File: config.mk
export PLATFORM = sky130hd
export DESIGN_NAME = dtc_therm_decode_stage
export DESIGN_NICKNAME = d
export VERILOG_FILES = /design/src/rtl/dtc_therm_decode_stage.sv
export SDC_FILE = /design/constraint.sdc
export NUM_CORES = 1
export LEC_CHECK = 0
export ABC_AREA = 0
export BUFFER_PORTS_ARGS = -buffer_cell sky130_fd_sc_hd__buf_2
export CAP_MARGIN = 20
export CORE_MARGIN = 10
export CORE_UTILIZATION = 50
export DETAILED_ROUTE_END_ITERATION = 10
export GPL_TIMING_DRIVEN = 0
export PLACE_DENSITY = 0.73
export SYNTH_ARGS = -nofsm -noshare
export SYNTH_HDL_FRONTEND = slang
export SYNTH_SLANG_ARGS = --single-unit
File: constraint.sdc
create_clock -name clk -period 6.17 [get_ports clk]
set_clock_uncertainty 0.15 [all_clocks]
set_input_delay 0.3085 -clock clk [delete_from_list [all_inputs] [get_ports clk]]
set_output_delay 0.3085 -clock clk [all_outputs]
set_load 0.005 [all_outputs]
File: src/rtl/dtc_therm_decode_stage.sv
// Thermometer-code decode stage: legality check, popcount level, 2-entry output buffer, saturating stats.
// Optional per-level histogram bins are built when DTC_THERM_HIST_EN is defined.
module dtc_therm_decode_stage #(
    parameter int CODE_W = 8,
    parameter int CNT_W  = 16,
    localparam int LVL_W = $clog2(CODE_W + 1)
) (
    input  logic              clk,
    input  logic              rst,
    input  logic              in_valid,
    output logic              in_ready,
    input  logic [CODE_W-1:0] in_code,
    output logic              out_valid,
    input  logic              out_ready,
    output logic [LVL_W-1:0]  out_level,
    output logic              out_err,
    input  logic              stat_clr,
    output logic [CNT_W-1:0]  total_cnt,
    output logic [CNT_W-1:0]  err_cnt,
    input  logic [LVL_W-1:0]  hist_sel,
    output logic [CNT_W-1:0]  hist_cnt
);

    logic [LVL_W-1:0]  dec_level;
    logic [CODE_W-1:0] therm_mask;
    logic              dec_err;

    logic [LVL_W-1:0]  head_level_reg, tail_level_reg;
    logic              head_err_reg, tail_err_reg;
    logic [1:0]        occ_reg, occ_next;
    logic              in_ready_reg, out_valid_reg;
    logic [CNT_W-1:0]  total_cnt_reg, err_cnt_reg;

    logic push, pop;

    always_comb begin
        dec_level = '0;
        for (int i = 0; i < CODE_W; i++) begin
            dec_level = dec_level + LVL_W'(in_code[i]);
        end
    end

    // A legal code equals the mask with exactly dec_level ones from the LSB.
    generate
        for (genvar gi = 0; gi < CODE_W; gi++) begin : g_mask
            assign therm_mask[gi] = (dec_level > LVL_W'(gi));
        end
    endgenerate

    assign dec_err = (in_code != therm_mask);

    assign push = in_valid && in_ready_reg;
    assign pop  = out_valid_reg && out_ready;

    always_comb begin
        occ_next = occ_reg;
        case ({push, pop})
            2'b10:   occ_next = occ_reg + 2'd1;
            2'b01:   occ_next = occ_reg - 2'd1;
            default: occ_next = occ_reg;
        endcase
    end

    // Push+pop together only happens at occupancy 1, so the new entry goes straight to the head.
    always_ff @(posedge clk or posedge rst) begin
        if (rst) begin
            head_level_reg <= '0;
            head_err_reg   <= 1'b0;
            tail_level_reg <= '0;
            tail_err_reg   <= 1'b0;
            occ_reg        <= 2'd0;
            in_ready_reg   <= 1'b1;
            out_valid_reg  <= 1'b0;
        end else begin
            case ({push, pop})
                2'b10: begin
                    if (occ_reg == 2'd0) begin
                        head_level_reg <= dec_level;
                        head_err_reg   <= dec_err;
                    end else begin
                        tail_level_reg <= dec_level;
                        tail_err_reg   <= dec_err;
                    end
                end
                2'b01: begin
                    head_level_reg <= tail_level_reg;
                    head_err_reg   <= tail_err_reg;
                end
                2'b11: begin
                    head_level_reg <= dec_level;
                    head_err_reg   <= dec_err;
                end
                default: ;
            endcase
            occ_reg       <= occ_next;
            in_ready_reg  <= (occ_next < 2'd2);
            out_valid_reg <= (occ_next != 2'd0);
        end
    end

    always_ff @(posedge clk or posedge rst) begin
        if (rst) begin
            total_cnt_reg <= '0;
            err_cnt_reg   <= '0;
        end else if (stat_clr) begin
            total_cnt_reg <= '0;
            err_cnt_reg   <= '0;
        end else if (push) begin
            if (total_cnt_reg != {CNT_W{1'b1}}) total_cnt_reg <= total_cnt_reg + 1'b1;
            if (dec_err && (err_cnt_reg != {CNT_W{1'b1}})) err_cnt_reg <= err_cnt_reg + 1'b1;
        end
    end

`ifdef DTC_THERM_HIST_EN
    logic [CNT_W-1:0] hist_bin_reg [CODE_W+1];
    logic [CNT_W-1:0] hist_cnt_next;

    generate
        for (genvar gi = 0; gi <= CODE_W; gi++) begin : g_hist
            always_ff @(posedge clk or posedge rst) begin
                if (rst) begin
                    hist_bin_reg[gi] <= '0;
                end else if (stat_clr) begin
                    hist_bin_reg[gi] <= '0;
                end else if (push && (dec_level == LVL_W'(gi)) &&
                             (hist_bin_reg[gi] != {CNT_W{1'b1}})) begin
                    hist_bin_reg[gi] <= hist_bin_reg[gi] + 1'b1;
                end
            end
        end
    endgenerate

    always_comb begin
        hist_cnt_next = '0;
        if (hist_sel <= LVL_W'(CODE_W)) hist_cnt_next = hist_bin_reg[hist_sel];
    end

    assign hist_cnt = hist_cnt_next;
`else
    logic unused_hist_sel;
    assign unused_hist_sel = ^hist_sel;
    assign hist_cnt        = '0;
`endif

    assign in_ready  = in_ready_reg;
    assign out_valid = out_valid_reg;
    assign out_level = head_level_reg;
    assign out_err   = head_err_reg;
    assign total_cnt = total_cnt_reg;
    assign err_cnt   = err_cnt_reg;

endmodule

# After elaboration in Yosys (flattened, before gate mapping)
# Cells that the tools add are included.
dict set report totals {
  reg_bits 46
  latchBits 0
  mem_bits_rw 0
  mem_bits_ro 0
  in_bits 17
  wordCells 61
  n_memories 0
}
dict set report classes {
  n_addsub 11
  n_mul 0
  n_div 0
  magnitude_cmp 9
  n_eq_ne 7
  shift 0
  n_mux 11
  bitwise_logic 1
  n_reduce_logical 13
}
# op count
set ops {}
lappend ops {{16-bit 2-to-1 mux} 6}
lappend ops {{16-bit by 1-bit adder with 16-bit output (second input constant)} 2}
lappend ops {{16-bit inequality test (second input constant)} 2}
lappend ops {{4-bit by 1-bit adder with 4-bit output} 4}
lappend ops {{4-bit by 3-bit > comparator with 1-bit output (second input constant)} 4}
lappend ops {{4-bit one-hot mux with 3 select lines} 1}
lappend ops {{4-bit by 1-bit > comparator with 1-bit output (second input constant)} 2}
lappend ops {{4-bit by 2-bit > comparator with 1-bit output (second input constant)} 2}
lappend ops {{8-bit inequality test} 1}
lappend ops {{2-bit AND reduction} 4}
lappend ops {{2-bit nonzero test} 4}
lappend ops {{3-bit by 1-bit adder with 4-bit output} 1}
lappend ops {{2-bit equality test (second input constant)} 2}
lappend ops {{4-bit 2-to-1 mux} 1}
lappend ops {{2-bit one-hot mux with 2 select lines} 1}
lappend ops {{2-bit by 1-bit adder with 3-bit output} 1}
lappend ops {{1-bit logical AND} 3}
lappend ops {{1-bit one-hot mux with 3 select lines} 1}
lappend ops {{3-bit nonzero test} 1}
lappend ops {{1-bit by 1-bit adder with 2-bit output} 1}
lappend ops {{2-bit by 1-bit adder with 2-bit output (second input constant)} 1}
lappend ops {{2-bit by 1-bit equality test with 1-bit output (second input constant)} 1}
lappend ops {{2-bit logical NOT} 1}
lappend ops {{2-bit < comparator (second input constant)} 1}
lappend ops {{4 further kinds} 4}

# Logic depth before layout (Yosys ltp)
# Gate-level depths: netlist of run 1.
dict set report depth {
  ltp_word 13
  ltp_mapped 14
}

# Worst setup path after synthesis of run 1
# OpenSTA, ideal clock, no wires.
dict set report synth_path {
  path_type {in2reg}
  startpoint {input port in_code[0]}
  endpoint {register err_cnt_reg[3], in the netlist err_cnt[3]}
  setup_ns 0.125
  arrival_time_ns 4.449
  required_time_ns 5.895
  setup_slack_ns 1.446
  cell_stages 14
  path_buffers 0
  cell_sequence {fa_1 inv_1 fa_1 fa_1 inv_1 ha_1 fa_1 xnor2_2 and4_4 or4_4 nor4_4 a21oi_2 and3_1 mux2_4}
}
dict set report synth_via {
  elab_chain_cells 12
}
# item line
set synth_rtl {}
lappend synth_rtl {{start, declared} 12} ;# input logic [CODE_W-1:0] in_code,
lappend synth_rtl {{1-bit by 1-bit adder with 2-bit output} 39} ;# dec_level = dec_level + LVL_W'(in_code[i]);
lappend synth_rtl {{2-bit by 1-bit adder with 3-bit output} 39}
lappend synth_rtl {{3-bit by 1-bit adder with 4-bit output} 39}
lappend synth_rtl {{4-bit by 1-bit adder with 4-bit output (4 in a row)} 39}
lappend synth_rtl {{4-bit by 1-bit > comparator with 1-bit output, or another cell as far along} 46} ;# assign therm_mask[gi] = (dec_level > LVL_W'(gi));
lappend synth_rtl {{8-bit inequality test (*)} 50} ;# assign dec_err = (in_code != therm_mask);
lappend synth_rtl {{1-bit logical AND (*)} 110} ;# if (dec_err && (err_cnt_reg != {CNT_W{1'b1}})) err_cnt_reg <= err_cnt_reg + 1'b1;
lappend synth_rtl {{2-bit nonzero test (no source line) (*)} --}
lappend synth_rtl {{2-bit AND reduction (no source line) (*)} --}
lappend synth_rtl {{end signal, assigned} 110}
lappend synth_rtl {{end, declared} 32} ;# logic [CNT_W-1:0] total_cnt_reg, err_cnt_reg;
# Every way passes the cells marked *; elsewhere a longest branch is shown, timed or not.
# A chain may end at the register's enable or synchronous reset.

# Worst setup path after layout of run 1
dict set report layout_path {
  startpoint {input port in_code[0]}
  endpoint {register err_cnt_reg[3], in the netlist err_cnt[3]}
}
dict set report layout_via {
  elab_chain_cells 12
}
# item line
set layout_rtl {}
lappend layout_rtl {{1-bit by 1-bit adder with 2-bit output (*)} 39}
lappend layout_rtl {{2-bit by 1-bit adder with 3-bit output (*)} 39}
lappend layout_rtl {{3-bit by 1-bit adder with 4-bit output (*)} 39}
lappend layout_rtl {{4-bit by 1-bit adder with 4-bit output (*) (4 in a row)} 39}
lappend layout_rtl {{via dec_level[1]} 24} ;# logic [LVL_W-1:0] dec_level;
lappend layout_rtl {{4-bit by 1-bit > comparator with 1-bit output, or another cell as far along} 46}
lappend layout_rtl {{8-bit inequality test (*)} 50}
lappend layout_rtl {{1-bit logical AND (*)} 110}
lappend layout_rtl {{2-bit nonzero test (no source line) (*)} --}
lappend layout_rtl {{2-bit AND reduction (no source line) (*)} --}
# The timed path passes the listed nets; every way through them passes the cells marked *.

==> flow_summary.ini, run 1 <==
[global_route]
grt_pass1_wl_mm = 10.54
grt_max_degree = 37
overflow = 0
grt_pass1_vias = 2286
grtUsageTotal_pct = 14.17
antenna_found_initial = 0

[worst_setup_path]
crit_cells = 15
critPathMaxStageDelay_ns = 0.63
path_common_cell = fa_1
cp_max_fo = 9
path_cells = buf_2 -> fa_1 -> inv_1 -> fa_1 -> fa_1 -> inv_1 -> ha_1 -> fa_1 -> nor2_1 -> and4_4 -> or4_4 -> nor4_4 -> a21oi_2 -> and3_1 -> mux2_4
crit_buf_inv = 3
cp_data_arrival_time_ns = 4.89
crit_path_end_kind = flip-flop
cp_slowest_cell = fa_1
crit_type = primary input to flip-flop
ff2ff_path_depth = 8
cp.required_ns = 6.21
cp_top_family = adder cells
start_kind = primary input

[timing]
drv_slew = 0
clock.fmax_ghz = 0.2062
tightest_slew_ns = 0.5608
setup_viol = 0
rsz0062_at_grt = no
hold_viol = 0
fin_hold_ws_ns = 0.3326
layout_min_cycle_time_ns = 4.850
relSlewSlack_pct = 61.65
period_share_pct = 78.61
finalSetupTns_ns = 0

[detailed_routing]
via_per_inst = 5.187
initialDrtViolationCount = 159
first_pass_iters = 4
drc = 0
wl_mm = 6.427
wl_per_cell_um = 14.28
vias = 2334
ant_nets = 0

[floorplan]
ioPinCount = 72
fp.dieW_um = 94.95
coreArea_um2 = 5473
die_area_um2 = 9016
core.rowCount = 27
fp.dieH_um = 94.95
initial_core_util_pct = 51.33

[power_and_ir_drop]
vdd_drop_max_mv = 0.1661
p_int_w = 0.0006529
power_density_nw_per_um2 = 286.9
p_sw_share_pct = 32.64
power_switching_w = 0.0003163
p_total_w = 0.0009692
comb_power_share_pct = 32.9
pwr-share-seq_pct = 39.7
leakage_nw = 1.655
pwr-share-clk_pct = 27.4

[finish]
diodes = 0
drive_above_1_share_pct = 24.60
fin_nets = 406
area_growth_pct = 20.27

[logic_synthesis]
ys_top_cells_by_area = dfrtp_1 40%, xnor2_1 4.4%, buf_4 4.3%
synth_area_per_cell_um2 = 9.301
synth_edf_count = 0
synth_common_cells = 45 x dfrtp_1, 32 x nor2_1, 23 x nand2_1
syn_inst = 302
synth.distinct_cells = 46
synth.largest_area_cell = dfrtp_1
ys_seq_elements = 46
async_flop_share_pct = 100.0
synth_top_area_share_pct = 40.09
yosys_warnings = 0
syn_area_um2 = 2809
synth.most_common_cell = dfrtp_1
ys.flop_type = dfrtp_1
yosysSeqAreaShare_pct = 41.02

[clock_network]
tritoncts.num_buffers = 5
clk_pin_slew_ns = 0.09
htreeDepth = 2
ctsLongestPathBuffers = 2
cts_root_buffer = clkbuf_8
clock_latency_ns = 0.30
cts.sinks = 46
post_cts_buffers = 0
cts_tree = built

[min_path]
hold_class = primary input to asynchronous set/reset pin

[placed_design]
hpwl_mm = 5.026
globalplace.congestion = 0.8816
io_buffers = 51

[run_status]
status = finished clean

[job]
cap_violations = 0
## worst reg2reg max path: stages (launching register included)
cell     delay, ns
dfrtp_1       0.42
ha_1          0.23
and3_1        0.22
and4_1        0.20
nand4_1       0.15
nand2_1       0.15
a21oi_2       0.38
and4_4        0.29
mux2_4        0.29
## path summary, 6_finish.rpt
| kind | start | end | slack, ns |
|---|---|---|---|
| setup / recovery | in_code[0] | err_cnt[3]$_DFFE_PP0P_ | 1.32 |
| hold / removal | rst | total_cnt[5]$_DFFE_PP0P_ | 0.33 |
| setup reg to reg | err_cnt[0]$_DFFE_PP0P_ | err_cnt[15]$_DFFE_PP0P_ | 3.58 |
| hold reg to reg | out_level[3]$_DFFE_PP0P_ | out_level[3]$_DFFE_PP0P_ | 0.33 |
| max in group asynchronous | rst | err_cnt[11]$_DFFE_PP0P_ | 5.07 |
| min in group clk | out_level[3]$_DFFE_PP0P_ | out_level[3]$_DFFE_PP0P_ | 0.33 |
## final cells by class
class	count	area [um^2]
sequential	46	1152
inverter	17	63.81
multi-input combinational	232	1506
clock inverter	3	68.82
timing repair buffer	53	285.3
tap	72	90.09
buffer	22	142.6
clock buffer	5	68.82
fill	504	2095
## per-layer routing
metal / GRT usage, % / share of wire [%] / routed length (um)
met1: 16.67 / 42 / 2707
met2: 25.29 / 51 / 3268
met3: 2.696 / 6.0 / 388
met4: 4.613 / 0.98 / 63
met5: 0 / 0 / 0
## cell families (layout without fill, tap and decap cells)
family / after synthesis / after routing / share of synthesized area, %
AO/OA/AOI/OAI: 52 / 52 / 11.00
adder cells (fa/ha/maj): 12 / 12 / 6.415
buffers and inverters: 39 / 100 / 7.350
XOR/XNOR: 21 / 21 / 6.815
other: 1 / 16 / 0.1335
multiplexers: 12 / 12 / 4.900
AND/OR/NAND/NOR: 119 / 119 / 22.36
flip-flops: 46 / 46 / 41.02
## power by group through the flow
stage                     Sequential, W  Clock [W]  Combinational, W
after global routing           0.000393   0.000281          0.000367
after floorplan                0.000389          0          0.000229
after CTS                      0.000386   0.000271          0.000322
after global placement         0.000389          0          0.000309
final                          0.000385   0.000265          0.000319
after detailed placement       0.000391          0          0.000321
## metrics by stage
| step | setup slack, ns | utilization [%] | std cells | cell area, um^2 |
|---|---|---|---|---|
| floorplan | 1.446 | - | 317 | 2865 |
| global placement | 1.068 | 58.66 | 440 | 3211 |
| detailed placement | 0.9903 | 59.03 | 441 | 3231 |
| CTS | 1.315 | 61.73 | 450 | 3378 |
| global route | 1.081 | 61.73 | 450 | 3378 |
| finish | 1.320 | 61.73 | 450 | 3378 |
## layout by cell type, fill, tap and decap left out, types with 2 or more instances in the layout
cell | netlist | layout
a2111oi_0 | 3 | 3
a21boi_0 | 3 | 3
a21o_1 | 2 | 2
a21oi_1 | 17 | 17
a22oi_1 | 2 | 2
and2_1 | 4 | 4
and3_1 | 6 | 6
and4_1 | 3 | 3
and4_4 | 2 | 2
buf_2 | 0 | 51
buf_4 | 16 | 16
bufinv_16 | 0 | 2
clkbuf_1 | 6 | 6
clkbuf_8 | 0 | 5
conb_1 | 1 | 16
dfrtp_1 | 45 | 45
fa_1 | 4 | 4
ha_1 | 8 | 8
inv_1 | 17 | 16
mux2_2 | 6 | 6
mux2_4 | 2 | 2
mux2i_1 | 4 | 4
nand2_1 | 23 | 23
nand2b_1 | 5 | 5
nand3_1 | 14 | 14
nand4_1 | 7 | 7
nor2_1 | 32 | 32
nor2b_1 | 7 | 7
nor3_1 | 4 | 4
o21ai_0 | 16 | 16
o21ai_1 | 2 | 2
or3_1 | 6 | 6
xnor2_1 | 14 | 14
xor2_1 | 6 | 6
## what timing repair did
| action | 4_1_cts | 5_1_grt |
|---|---|---|
| gates resized for setup | 0 | 0 |
| hold endpoints to repair | 9 | 0 |
| hold buffers | 1 | 0 |
Note: power is estimated with default switching activity, not from simulation.
==> run 2, diff against run 1 <==
Clock period 6.17 ns to 4.85 ns, I/O delays scaled along.
==> run 2 against run 1 <==
Compared with the run above:
- register-to-register slack worse by 1.3 ns
- non-clock buffer count up 1
- core utilization is 0.14 points higher
- worst hold slack worse by 0.066 ns
- worst setup slack worse by 1.1 ns
- sequential cell count did not move
- total power is 27% higher
- via count grew 1.0%
- cell area grew 0.22%
- sequential share of layout area decreased by 0.076 points
- critical path type unchanged
==> flow_summary.ini, run 2 (synthesis results as in run 1) <==
[detailed_routing]
via_per_inst = 5.228
ant_nets = 0
wl_mm = 6.462
first_pass_iters = 5
initialDrtViolationCount = 155
drt-met1-wl_mm = 2.637
vias = 2358
drc = 0
dr_wl_met2_mm = 3.300
wl_per_cell_um = 14.33
wl_met3_um = 461
topRoutingLayerUsed = met4

[worst_setup_path]
path_cells = buf_2 -> fa_1 -> inv_1 -> fa_1 -> fa_1 -> inv_1 -> ha_1 -> fa_1 -> inv_1 -> a21oi_1 -> a311oi_1 -> nor4_4 -> buf_4 -> a21oi_2 -> and4_4 -> mux2_4
cp.required_ns = 4.89
crit_path_end_kind = flip-flop
start_kind = primary input
cp_max_fo = 9
path_common_cell = fa_1
cp_slowest_cell = fa_1
crit_type = primary input to flip-flop
cp_data_arrival_time_ns = 4.64
critPathMaxStageDelay_ns = 0.56
r2r-end = err_cnt[15]$_DFFE_PP0P_
rrSetupSlack_ns = 2.27
ff2ff_path_depth = 8
reg2reg_from = err_cnt[0]$_DFFE_PP0P_

[job]
cap_violations = 0

[timing]
layout_min_cycle_time_ns = 4.606
drv_slew = 0
fin_ws_ns = 0.2439
rsz0062_at_grt = no
setup_viol = 0
hold_viol = 0
tightest_slew_ns = 0.5842
relSlewSlack_pct = 60.05
period_share_pct = 94.97
clock.fmax_ghz = 0.2171

[floorplan]
fp.dieW_um = 94.95
die_area_um2 = 9016
core.rowCount = 27
ioPinCount = 72
initial_core_util_pct = 51.33
fp.dieH_um = 94.95
coreArea_um2 = 5473

[global_route]
antenna_found_initial = 0
grt_pass1_wl_mm = 10.54
grtUsageTotal_pct = 14.17
overflow = 0
grt_max_degree = 37
grt_pass1_vias = 2286

[finish]
fin_nets = 407
final_common_cell = buf_2
finish.utilization_pct = 61.87
diodes = 0
final_cell_mix = 51 x buf_2, 45 x dfrtp_1, 32 x nor2_1
area_growth_pct = 20.53
drive_above_1_share_pct = 24.80

[placed_design]
io_buffers = 51
globalplace.congestion = 0.8816
dp_slack_ns = -0.2637
hpwl_mm = 5.026

[power_and_ir_drop]
p_total_w = 0.001236
leakage_nw = 1.660
vdd_drop_max_mv = 0.2119
power_density_nw_per_um2 = 365.0

[clock_network]
ctsLongestPathBuffers = 2
cts_root_buffer = clkbuf_8
clock_latency_ns = 0.30
cts.sinks = 46
cts_resized = 0
tritoncts.num_buffers = 5
clk_pin_slew_ns = 0.09
cts_tree = built
htreeDepth = 2

[run_status]
status = finished clean

[min_path]
hold_class = primary input to asynchronous set/reset pin
[run 2: cell count changes in the layout (fill, tap and decap cells not counted)]
cell,change
buf_4,+1
[run 2: layout make-up]
class                      count  area [um^2]
fill                         504         2087
clock inverter                 3        68.82
sequential                    46         1152
clock buffer                   5        68.82
inverter                      17        63.81
multi-input combinational    232         1506
timing repair buffer          54        292.8
tap                           72        90.09
buffer                        22        142.6
[run 2: report_power, final]
part           switching [W]  internal (W)
logic               0.000233      0.000175
registers          0.0000395      0.000450
clock network       0.000132      0.000206
[run 2: how the worst max path moves through the flow]
stage                from                 endpoint  slack [ns]  cells after the start
2_1_floorplan  in_code[0]   err_cnt[3]$_DFFE_PP0P_        0.19                     14
4_1_cts        in_code[0]   err_cnt[3]$_DFFE_PP0P_        0.06                     15
3_5_place_dp   in_code[0]   err_cnt[3]$_DFFE_PP0P_       -0.26                     15
3_3_place_gp   in_code[0]   err_cnt[3]$_DFFE_PP0P_       -0.19                     15
6_report       in_code[0]  err_cnt[15]$_DFFE_PP0P_        0.24                     16
5_1_grt        in_code[0]   err_cnt[3]$_DFFE_PP0P_        0.05                     16
[run 2: metrics by stage]
| step | hold slack, ns | TNS [ns] | std cells | cell area [um^2] |
|---|---|---|---|---|
| after detailed placement | 0.03868 | -1.520 | 441 | 3231 |
| after floorplan | 0.2987 | 0 | 317 | 2865 |
| after global placement | 0.3099 | -0.8594 | 440 | 3211 |
| after global routing | 0.2809 | 0 | 451 | 3386 |
| final | 0.2664 | 0 | 451 | 3386 |
| after CTS | 0.2742 | 0 | 450 | 3378 |
[run 2: what timing repair did]
item,4_1_cts,5_1_grt
buffers inserted,0,1
setup endpoints to repair,0,6
hold buffers,1,0
hold endpoints to repair,10,0
[run 2: worst max-delay path, delay by kind of cell]
family | cells | cell delay, ns
fa+ha+maj | 5 | 2.24
buf+inv | 5 | 0.58
simple gates | 2 | 0.36
mux | 1 | 0.29
compound gates | 3 | 0.93
[run 2: metal layers]
| metal | vias up | GRT usage (%) |
|---|---|---|
| met5 | - | 0 |
| met4 | 0 | 4.613 |
| met3 | 6 | 2.696 |
| met2 | 72 | 25.29 |
| met1 | 1123 | 16.67 |
| li1 | 1157 | - |
==> run 3, diff against run 2 <==
Settings changed: GPL_TIMING_DRIVEN 0 to 1.
==> run 3 against run 2 <==
Compared with the run above:
- final cell count shrank 3.8%
- maximum frequency grew 2.7%
- combinational power hardly changed
- routed wire length fell by 5.0%
- count of clock-buffer cells in the layout stayed put
- sequential power about the same
- critical path depth up 1
- first-iteration DRC count fell by 29%
- sequential share of layout area grew 1.5 points
- critical path type unchanged
- critical endpoint is now err_cnt[1]$_DFFE_PP0P_
==> flow_summary.ini, run 3 (synthesis results as in run 1) <==
[run_status]
status = finished clean

[timing]
hold_viol = 0
finalSetupTns_ns = 0
drv_slew = 0
relSlewSlack_pct = 36.70
rsz0062_at_grt = no
layout_min_cycle_time_ns = 4.486
clock.fmax_ghz = 0.2229
period_share_pct = 92.49
setup_viol = 0
tightest_slew_ns = 0.9480

[worst_setup_path]
crit_type = primary input to flip-flop
start_kind = primary input
rrSetupSlack_ns = 2.33
ff2ff_path_depth = 8
cp_max_fo = 6
cp.required_ns = 4.86
cp_data_arrival_time_ns = 4.50
crit_start = in_code[0]
r2r-end = err_cnt[15]$_DFFE_PP0P_
reg2reg_from = err_cnt[0]$_DFFE_PP0P_
crit_end = err_cnt[1]$_DFFE_PP0P_
crit_path_end_kind = flip-flop

[global_route]
grt_pass1_wl_mm = 10.38
grt_pass1_vias = 2325
grt_max_degree = 47
antenna_found_initial = 0
overflow = 0
grtUsageTotal_pct = 13.81

[floorplan]
coreArea_um2 = 5473
fp.dieH_um = 94.95
initial_core_util_pct = 51.33
fp.dieW_um = 94.95
die_area_um2 = 9016
core.rowCount = 27
ioPinCount = 72

[finish]
final_cell_mix = 51 x buf_2, 45 x dfrtp_1, 32 x nor2_1
final_common_cell = buf_2
diodes = 0
area_growth_pct = 15.37
design_area_um2 = 3241
instances_no_fill = 434
finish.utilization_pct = 59.21
drive_above_1_share_pct = 23.20
fin_nets = 390

[power_and_ir_drop]
leakage_nw = 1.577
p_total_w = 0.001186
power_density_nw_per_um2 = 366.0
vdd_drop_max_mv = 0.1837

[clock_network]
cts_root_buffer = clkbuf_8
clock_latency_ns = 0.29
tritoncts.num_buffers = 5
cts_resized = 0
hold_buffers = 0
ctsLongestPathBuffers = 2
cts_tree = built
clk_pin_slew_ns = 0.09
post_cts_buffers = 0
htreeDepth = 2
cts.sinks = 46

[detailed_routing]
drc = 0
vias = 2279
initialDrtViolationCount = 110
ant_nets = 0
wl_mm = 6.140
via_per_inst = 5.251
wl_per_cell_um = 14.15
first_pass_iters = 4

[min_path]
hold_class = primary input to asynchronous set/reset pin

[placed_design]
hpwl_mm = 4.800
place_inst = 426
globalplace.congestion = 0.8679
placed_cell_area_um2 = 3128
io_buffers = 51

[job]
cap_violations = 0
==> run 3: cell types whose count changed in the layout (fill, tap and decap cells not counted), sizes merged <==
cell	previous run	this run
buf	69	59
dlygate4sd3	1	0
inv	17	18
bufinv	2	1
clkbuf	11	5
==> run 3: worst max-delay path: stages <==
cell and delay (ns):
buf_2 0.11, fa_1 0.53, inv_1 0.05, fa_1 0.45, fa_1 0.49, inv_1 0.04
ha_1 0.20, fa_1 0.47, buf_4 0.17, inv_1 0.12, a211oi_1 0.06, or4_4 0.53
nor4_4 0.34, buf_4 0.18, a21o_1 0.23, mux2i_1 0.21, nor2_1 0.05
==> run 3: layout make-up <==
| class | count | area, um^2 |
|---|---|---|
| well taps | 72 | 90.09 |
| inverters | 17 | 63.81 |
| repair buffers | 59 | 315.3 |
| flip-flops and latches | 46 | 1152 |
| clock inverters | 3 | 43.79 |
| clock buffers | 5 | 68.82 |
| multi-input cells | 232 | 1506 |
| fillers | 498 | 2232 |
==> run 3: worst min-delay path by stage <==
stage               depth (start not counted)  slack [ns]                  endpoint
finish                                      2       0.006  total_cnt[4]$_DFFE_PP0P_
CTS                                         2        0.03  total_cnt[0]$_DFFE_PP0P_
global route                                2        0.09  total_cnt[5]$_DFFE_PP0P_
detailed placement                          2        0.32  out_level[3]$_DFFE_PP0P_
global placement                            2        0.31  out_level[3]$_DFFE_PP0P_
floorplan                                   1        0.30        in_ready$_DFF_PP1_
==> run 3: metal layers <==
metal	vias up	GRT usage, %	routed length (um)
met4	0	4.738	61
met2	47	24.20	3104
met5	-	0	0
met3	5	3.013	363
li1	1129	-	-
met1	1098	16.27	2612
==> run 3: power by group <==
group | internal (W) | total, W | switching [W]
Sequential | 0.000450 | 0.000490 | 0.0000391
Clock | 0.000154 | 0.000286 | 0.000131
Combinational | 0.000180 | 0.000411 | 0.000231
Total | 0.000785 | 0.00119 | 0.000401
==> run 3: through the flow <==
stage               hold WS, ns  setup WS [ns]
finish                 0.005552         0.3644
CTS                     0.03409         0.3641
global route            0.08667         0.1319
detailed placement       0.3196        0.05473
global placement         0.3093         0.1075
floorplan                0.2987         0.1919
